## src/rtl/regfile_write_arbiter_pkg.sv

```systemverilog
// ============================================================================
//  Packages : cpu_core_params, regfile_arbiter_params
//  Brief    : Shared types and defaults for the register-file write arbiter.
//             cpu_core_params carries the core data word type; the arbiter
//             package builds its write-request record on top of it.
//  Revision : 1.0 - initial release
// ============================================================================
`default_nettype none

package cpu_core_params;
  typedef logic [31:0] CpuData;
endpackage

package regfile_arbiter_params;
  import cpu_core_params::*;

  localparam int DEFAULT_FIFO_DEPTH   = 2;
  localparam int DEFAULT_STARVE_LIMIT = 4;
  localparam int REG_ADDR_W           = 5;
  localparam int NUM_REGS             = 32;

  typedef logic [REG_ADDR_W-1:0] RegAddr;

  typedef struct packed {
    logic   valid;
    RegAddr address;
    CpuData data;
  } RFWriteRequest;

  // One-hot decode of a register index into a busy-mask contribution.
  function automatic logic [NUM_REGS-1:0] reg_onehot(input RegAddr addr);
    logic [NUM_REGS-1:0] mask;
    mask       = '0;
    mask[addr] = 1'b1;
    return mask;
  endfunction
endpackage

`default_nettype wire

```

## src/rtl/regfile_write_arbiter_fifo.sv

```systemverilog
// ============================================================================
//  Module   : regfile_arbiter_fifo
//  Brief    : Pending-write queue for the long-latency unit. Pointers wrap
//             modulo DEPTH; full/empty come from a separate occupancy count.
//             Every slot's valid bit and address are exported so the parent
//             can build the busy-register scoreboard.
//  Revision : 1.0 - initial release
// ============================================================================
`default_nettype none

module regfile_arbiter_fifo
  import cpu_core_params::*;
  import regfile_arbiter_params::*;
#(
  parameter int DEPTH = DEFAULT_FIFO_DEPTH
) (
  input  logic                                  clk_i,
  input  logic                                  rst_ni,
  input  logic                                  push_i,
  input  logic [REG_ADDR_W-1:0]                 push_addr_i,
  input  logic [31:0]                           push_data_i,
  input  logic                                  pop_i,
  output logic [REG_ADDR_W-1:0]                 head_addr_o,
  output logic [31:0]                           head_data_o,
  output logic                                  full_o,
  output logic                                  empty_o,
  output logic [DEPTH-1:0]                      entry_valid_o,
  output logic [DEPTH-1:0][REG_ADDR_W-1:0]      entry_addr_o
);

  localparam int PTR_W = $clog2(DEPTH);
  localparam int CNT_W = PTR_W + 1;

  RFWriteRequest    mem_q [DEPTH];
  logic [PTR_W-1:0] rd_ptr_q, rd_ptr_d;
  logic [PTR_W-1:0] wr_ptr_q, wr_ptr_d;
  logic [CNT_W-1:0] count_q, count_d;
  logic             do_push;
  logic             do_pop;

  assign full_o  = (count_q == CNT_W'(DEPTH));
  assign empty_o = (count_q == '0);
  // A push on a full queue is refused even if a pop happens the same cycle.
  assign do_push = push_i && !full_o;
  assign do_pop  = pop_i && !empty_o;

  // Pointer and occupancy next state; pointers wrap naturally (DEPTH is 2^n).
  always_comb begin
    rd_ptr_d = rd_ptr_q;
    wr_ptr_d = wr_ptr_q;
    count_d  = count_q;
    if (do_push) wr_ptr_d = wr_ptr_q + PTR_W'(1);
    if (do_pop)  rd_ptr_d = rd_ptr_q + PTR_W'(1);
    case ({do_push, do_pop})
      2'b10:   count_d = count_q + CNT_W'(1);
      2'b01:   count_d = count_q - CNT_W'(1);
      default: count_d = count_q;
    endcase
  end

  // Queue storage and pointers; reset discards every pending write.
  always_ff @(posedge clk_i or negedge rst_ni) begin
    if (!rst_ni) begin
      rd_ptr_q <= '0;
      wr_ptr_q <= '0;
      count_q  <= '0;
      for (int i = 0; i < DEPTH; i++) mem_q[i] <= '0;
    end else begin
      rd_ptr_q <= rd_ptr_d;
      wr_ptr_q <= wr_ptr_d;
      count_q  <= count_d;
      if (do_pop)  mem_q[rd_ptr_q].valid <= 1'b0;
      if (do_push) mem_q[wr_ptr_q] <= '{valid: 1'b1, address: push_addr_i, data: push_data_i};
    end
  end

  assign head_addr_o = mem_q[rd_ptr_q].address;
  assign head_data_o = mem_q[rd_ptr_q].data;

  for (genvar g = 0; g < DEPTH; g++) begin : g_entry_out
    assign entry_valid_o[g] = mem_q[g].valid;
    assign entry_addr_o[g]  = mem_q[g].address;
  end

endmodule

`default_nettype wire

```

## src/rtl/regfile_write_arbiter.sv

```systemverilog
// ============================================================================
//  Module   : regfile_write_arbiter
//  Brief    : Arbitrates the single register-file write port between the WB
//             stage and a long-latency unit. Late writes always go through a
//             small queue; WB wins unless it would overtake a queued write to
//             the same register. The granted write is registered onto
//             rf_write_*. busy_registers flags registers with queued writes.
//  Options  : REGFILE_ARB_STARVE_GUARD_EN - when defined, a starvation counter
//             force-grants the queue head after STARVE_LIMIT waiting cycles.
//  Revision : 1.0 - initial release
// ============================================================================
`default_nettype none

module regfile_write_arbiter
  import cpu_core_params::*;
  import regfile_arbiter_params::*;
#(
  parameter int FIFO_DEPTH   = DEFAULT_FIFO_DEPTH,
  parameter int STARVE_LIMIT = DEFAULT_STARVE_LIMIT
) (
  input  logic                  clock,
  input  logic                  reset,
  input  logic                  wb_req_valid,
  input  logic [REG_ADDR_W-1:0] wb_req_address,
  input  logic [31:0]           wb_req_data,
  output logic                  wb_req_ready,
  input  logic                  lu_req_valid,
  input  logic [REG_ADDR_W-1:0] lu_req_address,
  input  logic [31:0]           lu_req_data,
  output logic                  lu_req_ready,
  output logic                  rf_write_enabled,
  output logic [REG_ADDR_W-1:0] rf_write_address,
  output logic [31:0]           rf_write_data,
  output logic [NUM_REGS-1:0]   busy_registers
);

  if (FIFO_DEPTH < 2 || (FIFO_DEPTH & (FIFO_DEPTH - 1)) != 0 || STARVE_LIMIT < 1) begin : g_param_check
    $error("regfile_write_arbiter: FIFO_DEPTH must be a power of two >= 2 and STARVE_LIMIT >= 1");
  end

  logic                                 fifo_full;
  logic                                 fifo_empty;
  logic [REG_ADDR_W-1:0]                head_addr;
  CpuData                               head_data;
  logic [FIFO_DEPTH-1:0]                entry_valid;
  logic [FIFO_DEPTH-1:0][REG_ADDR_W-1:0] entry_addr;
  logic [NUM_REGS-1:0]                  busy_mask;
  logic                                 wb_hit;
  logic                                 starve_force;
  logic                                 grant_wb;
  logic                                 grant_head;
  logic                                 lu_push;
  RFWriteRequest                        rf_q, rf_d;

  regfile_arbiter_fifo #(
    .DEPTH (FIFO_DEPTH)
  ) u_fifo (
    .clk_i         (clock),
    .rst_ni        (reset),
    .push_i        (lu_push),
    .push_addr_i   (lu_req_address),
    .push_data_i   (lu_req_data),
    .pop_i         (grant_head),
    .head_addr_o   (head_addr),
    .head_data_o   (head_data),
    .full_o        (fifo_full),
    .empty_o       (fifo_empty),
    .entry_valid_o (entry_valid),
    .entry_addr_o  (entry_addr)
  );

  // Busy scoreboard: union of the targets of every occupied queue slot.
  always_comb begin
    busy_mask = '0;
    for (int i = 0; i < FIFO_DEPTH; i++) begin
      if (entry_valid[i]) busy_mask = busy_mask | reg_onehot(entry_addr[i]);
    end
    busy_mask[0] = 1'b0;
  end

  assign busy_registers = busy_mask;
  // WB must not overtake a queued write to the same register (WAW order).
  assign wb_hit = wb_req_valid && busy_mask[wb_req_address];

`ifdef REGFILE_ARB_STARVE_GUARD_EN
  localparam int STARVE_W = $clog2(STARVE_LIMIT + 1);

  logic [STARVE_W-1:0] starve_q, starve_d;

  // Count cycles the head waits; clear once it drains or the queue empties.
  always_comb begin
    starve_d = starve_q;
    if (fifo_empty || grant_head) begin
      starve_d = '0;
    end else if (starve_q != STARVE_W'(STARVE_LIMIT)) begin
      starve_d = starve_q + STARVE_W'(1);
    end
  end

  // Starvation counter register.
  always_ff @(posedge clock or negedge reset) begin
    if (!reset) starve_q <= '0;
    else        starve_q <= starve_d;
  end

  assign starve_force = (starve_q == STARVE_W'(STARVE_LIMIT));
`else
  assign starve_force = 1'b0;
`endif

  // Ready is gated by reset so nothing is handshaken while held in reset.
  assign wb_req_ready = reset && !wb_hit && !starve_force;
  assign lu_req_ready = reset && !fifo_full;
  assign grant_wb     = wb_req_valid && wb_req_ready;
  assign grant_head   = reset && !grant_wb && !fifo_empty;
  // Writes to r0 complete the handshake but never occupy a queue slot.
  assign lu_push      = lu_req_valid && lu_req_ready && (lu_req_address != '0);

  // Select the granted write; r0 writes are accepted but never strobed.
  always_comb begin
    rf_d       = rf_q;
    rf_d.valid = 1'b0;
    if (grant_wb) begin
      rf_d.valid   = (wb_req_address != '0);
      rf_d.address = wb_req_address;
      rf_d.data    = wb_req_data;
    end else if (grant_head) begin
      rf_d.valid   = 1'b1;
      rf_d.address = head_addr;
      rf_d.data    = head_data;
    end
  end

  // Register-file write port register (one cycle after the grant).
  always_ff @(posedge clock or negedge reset) begin
    if (!reset) rf_q <= '0;
    else        rf_q <= rf_d;
  end

  assign rf_write_enabled = rf_q.valid;
  assign rf_write_address = rf_q.address;
  assign rf_write_data    = rf_q.data;

endmodule

`default_nettype wire
```

## config.mk

```make
export PLATFORM = sky130hd
export DESIGN_NAME = regfile_write_arbiter
export DESIGN_NICKNAME = d
export VERILOG_FILES = /design/src/rtl/regfile_write_arbiter_pkg.sv /design/src/rtl/regfile_write_arbiter_fifo.sv /design/src/rtl/regfile_write_arbiter.sv
export SDC_FILE = /design/constraint.sdc
export NUM_CORES = 1
export LEC_CHECK = 0
export ABC_AREA = 1
export BUFFER_PORTS_ARGS = -buffer_cell sky130_fd_sc_hd__buf_2
export CAP_MARGIN = 20
export CORE_MARGIN = 3
export CORE_UTILIZATION = 40
export DETAILED_ROUTE_END_ITERATION = 16
export GPL_TIMING_DRIVEN = 0
export PLACE_DENSITY = 0.64
export SETUP_SLACK_MARGIN = 0.02
export SYNTH_ARGS = -nofsm -noshare
export SYNTH_HDL_FRONTEND = slang
export SYNTH_HIERARCHICAL = 1
export SYNTH_SLANG_ARGS = --single-unit
```

## constraint.sdc

```tcl
create_clock -name clock -period 2.5 [get_ports clock]
set_clock_uncertainty 0.2 [all_clocks]
set_input_delay 0.25 -clock clock [delete_from_list [all_inputs] [get_ports clock]]
set_output_delay 0.25 -clock clock [all_outputs]
set_load 0.02 [all_outputs]
```

==> results.md, run 1 <==
- Placed cell count: 1317
- Total grt overflow: 0
- Seq pwr share: 0.290
- Fin crit share: 1.15
- Routed Wire Length: 25.2 mm
- CP bufs+invs: 6
- Critical Path End Type: flop
- Layout cells sized above 1: 0.334
- Crit-path max FO: 4
- CORE AREA: 0.0168 mm²
- Setup ws final: -367 ps
- Comb pwr share: 0.511
- First drt pass iteration count: 5
- Crit-path max cell delay: between 400 and 500 ps
- Synth Net Count: 1027
- Die area: 0.0189 mm²
- CP Data Required Time: 2610 ps
- Failing checks: negative hold slack, negative setup slack
- GRT Total Usage: 0.260
- CP delay by family, top: simple AND/OR/NAND/NOR gates
- DR DRC count: 0
- Area growth syn-to-layout: 50.5%
- Boundary Pins: 150
- Clk root buf: clkbuf_16
- TritonCTS clock tree: built
- Most used cell, CP: nand2_1
- Tmin final: between 2000 and 3000 ps
- Nets: between 1000 and 1500
- Internal power: 6.30 mW
- Worst skew pair latency: 420 ps
- Die width: 137 µm
- Antenna violations before repair: 0
- Leakage: 5.44 nW
- Initial Util: 0.412
- CP arrival: just under 3000 ps
- Die Span Y: 137 µm
- PwrDens: 1100 mW/mm²
- Peak VDD IR: 0.606 mV
- GPL Wtd Cong: 0.940
- Gate Count Post-Synth: 948
- Clock sinks: 118
- Critical Path, Cell by Cell: buf_6 > nor3_4 > nand2_1 > nand2_2 > nand2_2 > nand3_1 > nand2_1 > a21oi_2 > nand2_1 > nand2_2 > nand2_4 > nand3_4 > buf_6 > buf_8 > nand2_4 > inv_4 > nand2_4 > inv_4 > ha_4 > inv_2 > nand3_2 > nand2_1 > nand2_1
- Via/cell ratio: 5.32
- Synth cell types: 28
- # diodes: 0
- CP max stage cell: dfrtp_1
- RSZ-0062 raised after global routing: true
- DP Worst Slack: -706 ps
- Dpl hpwl: 17.4 mm
- Max clock buf depth: 2
- Outcome: finished with violations
- CTS Buf Count: 17
- Routed Antenna Nets: 0
- IO Port Bufs: about 150
- Clock network power share: 0.198
- Fin Hold WS: -381 ps
- Fmax: 349 MHz
- Fin. Hold Viols: 115
- Post-layout util: 0.620
- Final setup viols: 45
- Final Instance Count excl. Fillers: around 1500
- Flops & latches, synth: 118
- Largest net degree at the start of global routing: 99
- Max_cap viols: 0
- Switching pwr: 5.13 mW
- Post-synth design cell area: 0.00691 mm²
- CP startpoint kind: flop
- Relative slew slack: 0.595
- Clock slew at reported path FFs: 50 ps
- Critical Setup Path Class: reg2reg
- Seq/Total Area, Yosys: 0.428
- Worst hold path type: in2async
- Slew @ Worst Pin: 607 ps
- Switch share: 0.449
- H-tree lvl count: 4
- Vias in the first global route: 7145
- # rows: 47
- Syn Area/Cell: 7.29 µm²
- DR vias: 7783
- Drt wl/cell: 17.2 µm
- First-pass GRT wire length: about 38 mm
- DR iter-0 viols: 687
- Max-slew violation count: 0
- Synthesis Warnings: 6
state kept, by name (all words and copies together) (netlist names):
name                  flops
rf_write_enabled          1
rf_write_address          5
u_fifo/entry_addr_o      10
u_fifo/rd_ptr_q           1
u_fifo/count_q            2
u_fifo/mem_q             64
rf_write_data            32
u_fifo/entry_valid_o      2
u_fifo/wr_ptr_q           1
worst paths after layout:
| check | startpoint | end | slack (ps) | cells past startpoint |
|---|---|---|---|---|
| max in group asynchronous | reset | u_fifo/entry_addr_o[1] | 1750 | 4 |
| max reg2reg | u_fifo/entry_addr_o[3] | u_fifo/count_q[1] | -370 | 23 |
| min | reset | rf_write_data[24] | -380 | 3 |
| max | u_fifo/entry_addr_o[3] | u_fifo/count_q[1] | -370 | 23 |
| min reg2reg | u_fifo/mem_q[50] | u_fifo/mem_q[50] | 270 | 2 |
| min in group clock | wb_req_address[1] | rf_write_enabled | 150 | 5 |
layout make-up:
class                      count  area (µm²)
clock buffer                  23         488
sequential                   118        2950
clock inverter                 5        50.0
tap                          220         275
multi-input combinational    712        3840
buffer                        81         598
fill                        1490        6370
inverter                      35         161
timing repair buffer         268        2030
worst reg2reg max path: stages (launching register included):
cell and delay [ps]:
dfrtp_1 420, buf_6 170, nor3_4 280, nand2_1 100
nand2_2 90, nand2_2 50, nand3_1 90, nand2_1 80
a21oi_2 130, nand2_1 70, nand2_2 90, nand2_4 70
nand3_4 80, buf_6 120, buf_8 90, nand2_4 40
inv_4 70, nand2_4 50, inv_4 60, ha_4 200
inv_2 60, nand3_2 50, nand2_1 60, nand2_1 40
power by group through the flow:
stage	Combinational, mW	Sequential [mW]	Clock (mW)
floorplan	3.25	3.50	0
global placement	4.97	3.31	0
detailed placement	5.06	3.32	0
CTS	5.51	3.28	2.29
global route	6.34	3.39	2.38
finish	5.85	3.32	2.27
synth_stat cells:
library cell / n / share of area
nand4_1: 112 / 0.10
nor2_1: 24 / 0.013
nor3_1: 2 / 0.0014
buf_4: 20 / 0.022
o311ai_0: 1 / 0.0013
inv_1: 30 / 0.016
nor2_2: 8 / 0.0072
o211ai_1: 1 / 0.0011
nand2_2: 2 / 0.0018
buf_1: 5 / 0.0027
a21oi_1: 2 / 0.0014
nand3_1: 126 / 0.091
buf_2: 32 / 0.023
buf_6: 9 / 0.015
buf_8: 1 / 0.0022
nand2_1: 399 / 0.22
clkbuf_1: 16 / 0.0087
conb_1: 1 / 0.00054
nor3_2: 2 / 0.0029
xnor2_1: 1 / 0.0013
inv_2: 5 / 0.0027
ha_1: 1 / 0.0018
o21ai_0: 2 / 0.0014
a21boi_1: 1 / 0.0011
o21ai_1: 6 / 0.0043
or3_1: 1 / 0.00091
nand3_2: 20 / 0.029
dfrtp_1: 118 / 0.43
layout by cell type (no fill, tap or decap), types with 2 or more instances in the layout:
| master | netlist | routed |
|---|---|---|
| nand3_1 | 126 | 102 |
| dfrtp_1 | 118 | 117 |
| nand2_4 | 0 | 8 |
| nand3_2 | 20 | 38 |
| clkbuf_1 | 16 | 15 |
| nor2_2 | 8 | 3 |
| nand3_4 | 0 | 6 |
| buf_8 | 1 | 6 |
| inv_6 | 0 | 2 |
| inv_1 | 30 | 20 |
| clkbuf_8 | 0 | 4 |
| nor2_4 | 0 | 15 |
| nand4_1 | 112 | 112 |
| clkinv_2 | 0 | 4 |
| buf_2 | 32 | 166 |
| nand2_2 | 2 | 32 |
| buf_1 | 5 | 5 |
| inv_2 | 5 | 7 |
| nand2_1 | 399 | 361 |
| o21ai_4 | 0 | 6 |
| clkbuf_16 | 0 | 22 |
| inv_4 | 0 | 5 |
| buf_4 | 20 | 48 |
| dlygate4sd3_1 | 0 | 72 |
| clkbuf_2 | 0 | 3 |
| nor2_1 | 24 | 14 |
| nor3_4 | 0 | 4 |
| buf_12 | 0 | 6 |
| buf_6 | 9 | 24 |
what timing repair did:
item	CTS	global route
pin swaps	14	42
buffers inserted	25	15
hold endpoints to repair	227	118
setup endpoints to repair	111	112
hold buffers	72	2
gates cloned	0	6
resized for setup	38	65
metal layers:
metal | GRT usage | vias up | share of wire
met2 | 0.406 | 341 | 0.46
li1 | - | 3738 | -
met4 | 0.0593 | 0 | 0.011
met5 | 0 | - | 0
met3 | 0.0431 | 25 | 0.082
met1 | 0.379 | 3679 | 0.45
kinds of logic after synthesis:
group	share of synthesized area
and+or+nand+nor	0.466
buffers and inverters	0.0922
DFF	0.428
AOI/OAI and AO/OA	0.0107
xor gates and xnor gates	0.00127
adders and majority gates	0.00181
other	0.000543
stage by stage:
stage	TNS [ps]	power [mW]	cell area, µm²
2_1_floorplan	-368	6.75	7250
3_3_place_gp	-287780	8.28	8270
3_5_place_dp	-25820	8.38	8300
4_1_cts	-1950	11.1	9890
5_1_grt	-12600	12.1	10400
6_report	-5430	11.4	10400
Power figures use the tool's default switching activity.
==> inputs of run 2 (changes only) <==
CELL_PAD_IN_SITES_DETAIL_PLACEMENT = 1   (was unset)
CELL_PAD_IN_SITES_GLOBAL_PLACEMENT = 2   (was unset)
CORE_UTILIZATION = 28   (was 40)
PLACE_DENSITY = 0.78   (was 0.64)
==> results.md, run 2 (synthesis results as in run 1) <==
- Antenna violations before repair: 1
- Via/cell ratio: a little under 5
- Final setup viols: 44
- Most flops, register: u_fifo/mem_q
- Post-layout util: 0.445
- Commonest non-fill, non-tap cell in the layout: nand2_1
- Die area: 0.0266 mm²
- Slew @ Worst Pin: approximately 680 ps
- Fmax: 340 MHz
- Area growth syn-to-layout: 53.4%
- Max reg flops: 64
- Max-slew violation count: 0
- Nets: 1313
- M3 GR Usage: 0.0380
- Die width: roughly 160 µm
- Switch share: 0.455
- Max clock buf depth: 2
- Worst hold path type: in2async
- Failing checks: negative hold slack, negative setup slack
- Leakage: 5.46 nW
- Total grt overflow: 0
- DP Worst Slack: -941 ps
- PwrDens: approximately 1100 mW/mm²
- Busiest layer in global routing: met2
- Routed Antenna Nets: 0
- DR vias: approximately 7700
- Cts hold-fix bufs: between 70 and 80
- DR DRC count: 0
- Fin crit share: 1.18
- Setup ws final: -439 ps
- Critical Setup Path Class: reg2reg
- Clk root buf: clkbuf_16
- IO Port Bufs: approximately 150
- Drt wl/cell: ~19 µm
- # rows: 56
- Relative slew slack: 0.550
- TritonCTS clock tree: built
- Filler instances: 2902
- CP startpoint kind: flop
- Seq pwr share: 0.284
- Vias in the first global route: between 8000 and 9000
- RSZ-0062 raised after global routing: true
- Outcome: finished with violations
- Worst skew pair latency: 420 ps
- CORE AREA: 0.0238 mm²
- H-tree lvl count: 4
- Comb pwr share: 0.518
- Clock slew at reported path FFs: approximately 50 ps
- CP Data Required Time: 2610 ps
- Initial Util: 0.290
- First drt pass iteration count: 4
- Peak VDD IR: 0.531 mV
- Max_cap viols: 0
- GRT Total Usage: 0.226
- Clock network power share: 0.198
- Routed Wire Length: 29.8 mm
- First-pass GRT wire length: ~46 mm
- DR iter-0 viols: 468
- Fin. Hold Viols: 62
- GPL Wtd Cong: approximately 0.84
- Dpl hpwl: about 21 mm
- Die Span Y: 163 µm
- Critical Path End Type: flop
- Crit-path max FO: 6
- Met1 Use GR: 0.323
- CTS Buf Count: 17
- Tmin final: 2940 ps
- M2 GR Usage: 0.361
- Largest net degree at the start of global routing: 68
- CP arrival: 3050 ps
- Internal power: 6.38 mW
- Clock sinks: 118
- Layout cells sized above 1: 0.349
- Boundary Pins: 150
- Switching pwr: 5.32 mW
- Most frequent cells in the layout: nand2_1 (348), buf_2 (169), dfrtp_1 (118)
- Fin Hold WS: -369 ps
-- run 2: cell count changes in the layout (fill, tap and decap cells not counted), moves of 4 or more --
cell       delta
buf_4         -4
nand2_1      -13
nand2_2      +16
clkbuf_16     -5
-- run 2: layout make-up --
cell class                 count  area [µm²]  area share
clock buffer                  21         460      0.0434
multi-input combinational    712        3870       0.365
sequential                   118        2950       0.279
clock inverter                 6        80.1     0.00756
antenna                        1        2.50    0.000236
tap                          319         399      0.0377
inverter                      35         159      0.0150
timing repair buffer         267        2050       0.194
buffer                        83         622      0.0587
-- run 2: layer usage --
layer	part of all wire	up-vias
li1	-	3726
met1	0.47	3777
met3	0.051	24
met4	0.011	0
met5	0	-
met2	0.46	214
-- run 2: power by group through the flow --
stage / Combinational [mW] / Clock, mW / Sequential, mW
2_1_floorplan: 3.25 / 0 / 3.50
3_3_place_gp: 5.17 / 0 / 3.32
3_5_place_dp: 5.25 / 0 / 3.34
4_1_cts: 5.68 / 2.37 / 3.31
5_1_grt: 6.62 / 2.47 / 3.41
6_report: 6.05 / 2.32 / 3.32
-- run 2: repair_timing --
| item | in CTS | in global routing |
|---|---|---|
| endpoints found under the setup margin | 115 | 106 |
| buffers inserted | 22 | 20 |
| resized for setup | 57 | 65 |
| pin swaps | 24 | 49 |
| hold endpoints to repair | 171 | 62 |
| cloned | 4 | 0 |
-- run 2: worst paths after layout --
path / from / to / slack [ps] / cells past startpoint
worst max-delay path: u_fifo/entry_addr_o[4] / u_fifo/count_q[1] / -440 / 24
worst min-delay path: reset / rf_write_data[24] / -370 / 1
worst max register to register: u_fifo/entry_addr_o[4] / u_fifo/count_q[1] / -440 / 24
worst min register to register: u_fifo/mem_q[54] / u_fifo/mem_q[54] / 270 / 2
max in group asynchronous: reset / u_fifo/mem_q[4] / 1740 / 2
min in group clock: wb_req_address[1] / rf_write_enabled / 160 / 5
-- run 2: worst max-delay path: stages (launching register included) --
cell,delay (ps)
dfrtp_1,400
buf_6,180
nand2_2,110
nor2_4,160
nand2_1,130
o21ai_4,90
nand2_1,90
nand3_2,100
nand2_2,60
nand3_2,60
nand3_2,90
nand2_2,110
nand2_4,80
nand3_4,90
buf_8,130
buf_12,100
nand2_4,40
inv_4,60
nand2_2,60
inv_2,80
ha_4,210
inv_2,60
nand3_2,60
nand2_2,60
nand2_2,40
-- run 2: metrics by stage --
step	total power [mW]	std cells	cell area [µm²]	hold slack (ps)	TNS (ps)
floorplan	6.75	948	7250	-246	-368
global placement	8.48	1415	8390	254	-335980
detailed placement	8.59	1416	8430	104	-29260
CTS	11.4	1541	10200	-344	-8890
global route	12.5	1562	10600	-332	-23980
finish	11.7	1562	10600	-369	-13710
==> inputs of run 3 (changes only) <==
REMOVE_ABC_BUFFERS = 1   (was unset)
==> results.md, run 3 (synthesis results as in run 1) <==
- Critical Path End Type: output pin
- Dpl hpwl: approximately 15 mm
- Initial Util: 0.290
- Area of the multi-input gates: 0.00423 mm²
- Busiest layer in global routing: met2
- RSZ-0062 raised after global routing: true
- Routed Wire Length: 30.8 mm
- CTS Buf Count: 17
- Switch share: 0.470
- Largest net degree at the start of global routing: 95
- CP Data Required Time: 2050 ps
- Outcome: finished with violations
- Most used cell, CP: nand2_1
- Nets: approximately 1300
- Worst skew pair latency: 420 ps
- Clock network power share: 0.205
- IO Port Bufs: 148
- PwrDens: approximately 1100 mW/mm²
- GPL Wtd Cong: between 0.7 and 0.8
- Switching pwr: 5.47 mW
- R2R Setup Slk: -350 ps
- Clock slew at reported path FFs: approximately 60 ps
- First-pass GRT wire length: about 47 mm
- Die width: approximately 160 µm
- DR iter-0 viols: 498
- Vias in the first global route: 8095
- Peak VDD IR: between 0.6 and 0.7 mV
- Via/cell ratio: 5.15
- Filler instances: around 2900
- CP arrival: 2410 ps
- Crit-path max cell delay: 430 ps
- Total grt overflow: 0
- Leakage: roughly 5.4 nW
- Critical Setup Path Class: reg2out
- Boundary Pins: 150
- Placed Instance Area: 0.00769 mm²
- Antenna violations before repair: 1
- Critical Path, Cell by Cell: clkinvlp_4 > nor2_4 > buf_4 > nand2_1 > nand3_1 > o21ai_1 > inv_1 > nand2_1 > nand2_1 > nand3_1 > nand2_4 > buf_4 > nand3_2 > nand2_1 > inv_1 > buf_6
- GRT Total Usage: 0.231
- CP startpoint kind: flop
- Final Cell Area: 0.0107 mm²
- Relative slew slack: 0.316
- Slew @ Worst Pin: 1030 ps
- First drt pass iteration count: 5
- Fin crit share: 1.15
- Seq pwr share: 0.322
- Die area: 0.0266 mm²
- Final Power: 11.6 mW
- Setup TNS Final: -12170 ps
- # rows: 56
- H-tree lvl count: 4
- Sequential Area: 0.00297 mm²
- Met1 Use GR: 0.308
- Comb pwr share: 0.472
- M2 GR Usage: 0.395
- Tmin final: about 2900 ps
- Internal power: ~6.2 mW
- Max clock buf depth: 2
- Max-slew violation count: 0
- Max reg flops: 64
- CORE AREA: 0.0238 mm²
- M3 GR Usage: 0.0370
- Max_cap viols: 0
- Clock sinks: ~120
- Fin Hold WS: 74.8 ps
- DR vias: 7777
- Most flops, register: u_fifo/mem_q
- Drt wl/cell: a little over 20 µm
- CP bufs+invs: 6
- Die Span Y: roughly 160 µm
- DR DRC count: 0
- Area growth syn-to-layout: 55.6%
- Failing checks: negative setup slack
- Commonest non-fill, non-tap cell in the layout: nand2_1
- Fin. Hold Viols: 0
- Final setup viols: 43
- TritonCTS clock tree: built
- CP max stage cell: dfrtp_2
- Routed Antenna Nets: 0
- Most frequent cells in the layout: nand2_1 (382), buf_2 (146), nand4_1 (112)
- Fmax: 349 MHz
- Setup ws final: -365 ps
- Worst hold path type: in2reg
- CP delay by family, top: simple AND/OR/NAND/NOR gates
- Layout cells sized above 1: 0.355
- Crit-path max FO: 4
- Clk root buf: clkbuf_16
- Post-layout util: 0.451
[run 3: cell types whose count changed in the layout (fill, tap and decap cells not counted), moves of 6 or more]
cell	delta
buf_4	-14
nand3_1	-49
nand2_2	-33
buf_2	-23
dfrtp_1	-15
dfrtp_2	+14
buf_6	-20
nand2_1	+34
nand3_4	+19
clkinvlp_4	+8
o21ai_4	-6
buf_16	+8
nand3_2	+34
clkbuf_1	-14
[run 3: cell type report]
type	count	area share
diodes	1	0.000233
clock buffers	19	0.0412
clock inverters	13	0.0118
inverters	35	0.0137
multi-input cells	721	0.394
flip-flops and latches	118	0.277
well taps	319	0.0371
repair buffers	283	0.224
repair inverters	1	0.000699
[run 3: worst paths after layout]
path | depth (start not counted) | from | endpoint
setup / recovery | 16 | u_fifo/entry_addr_o[2] | wb_req_ready
hold / removal | 3 | wb_req_address[1] | rf_write_address[1]
setup reg to reg | 17 | u_fifo/entry_valid_o[0] | rf_write_address[4]
hold reg to reg | 2 | u_fifo/mem_q[59] | u_fifo/mem_q[59]
max in group asynchronous | 4 | reset | u_fifo/count_q[1]
min in group asynchronous | 4 | reset | rf_write_data[23]
[run 3: per-layer routing]
metal  up-vias  routed length, µm
met1      3871              13700
li1       3641                  -
met2       235              15000
met5         -                  0
met4         0                564
met3        30               1500
[run 3: repair_timing]
| action | 4_1_cts | 5_1_grt |
|---|---|---|
| resized for setup | 138 | 71 |
| hold endpoints to repair | 156 | 0 |
| setup buffers | 36 | 10 |
| endpoints found under the setup margin | 120 | 59 |
| pin swaps | 37 | 30 |
| cloned | 20 | 0 |
| hold buffers | 75 | 0 |
[run 3: worst min-delay path, delay by kind of cell]
family	cells	cell delay [ps]
simple gates	2	200
buf+inv	1	190
[run 3: power groups by stage]
stage / Clock (mW) / Sequential [mW] / Combinational [mW]
floorplan: 0 / 3.67 / 2.26
global placement: 0 / 3.58 / 3.80
detailed placement: 0 / 3.63 / 3.93
CTS: 2.42 / 3.69 / 5.13
global route: 2.53 / 3.87 / 6.00
finish: 2.39 / 3.75 / 5.49
[run 3: per-stage QoR]
step | setup WS, ps | instances
3_5_place_dp | -2020 | 1337
5_1_grt | -535 | 1510
3_3_place_gp | -6410 | 1332
2_1_floorplan | -2070 | 865
4_1_cts | -380 | 1500
6_report | -365 | 1510
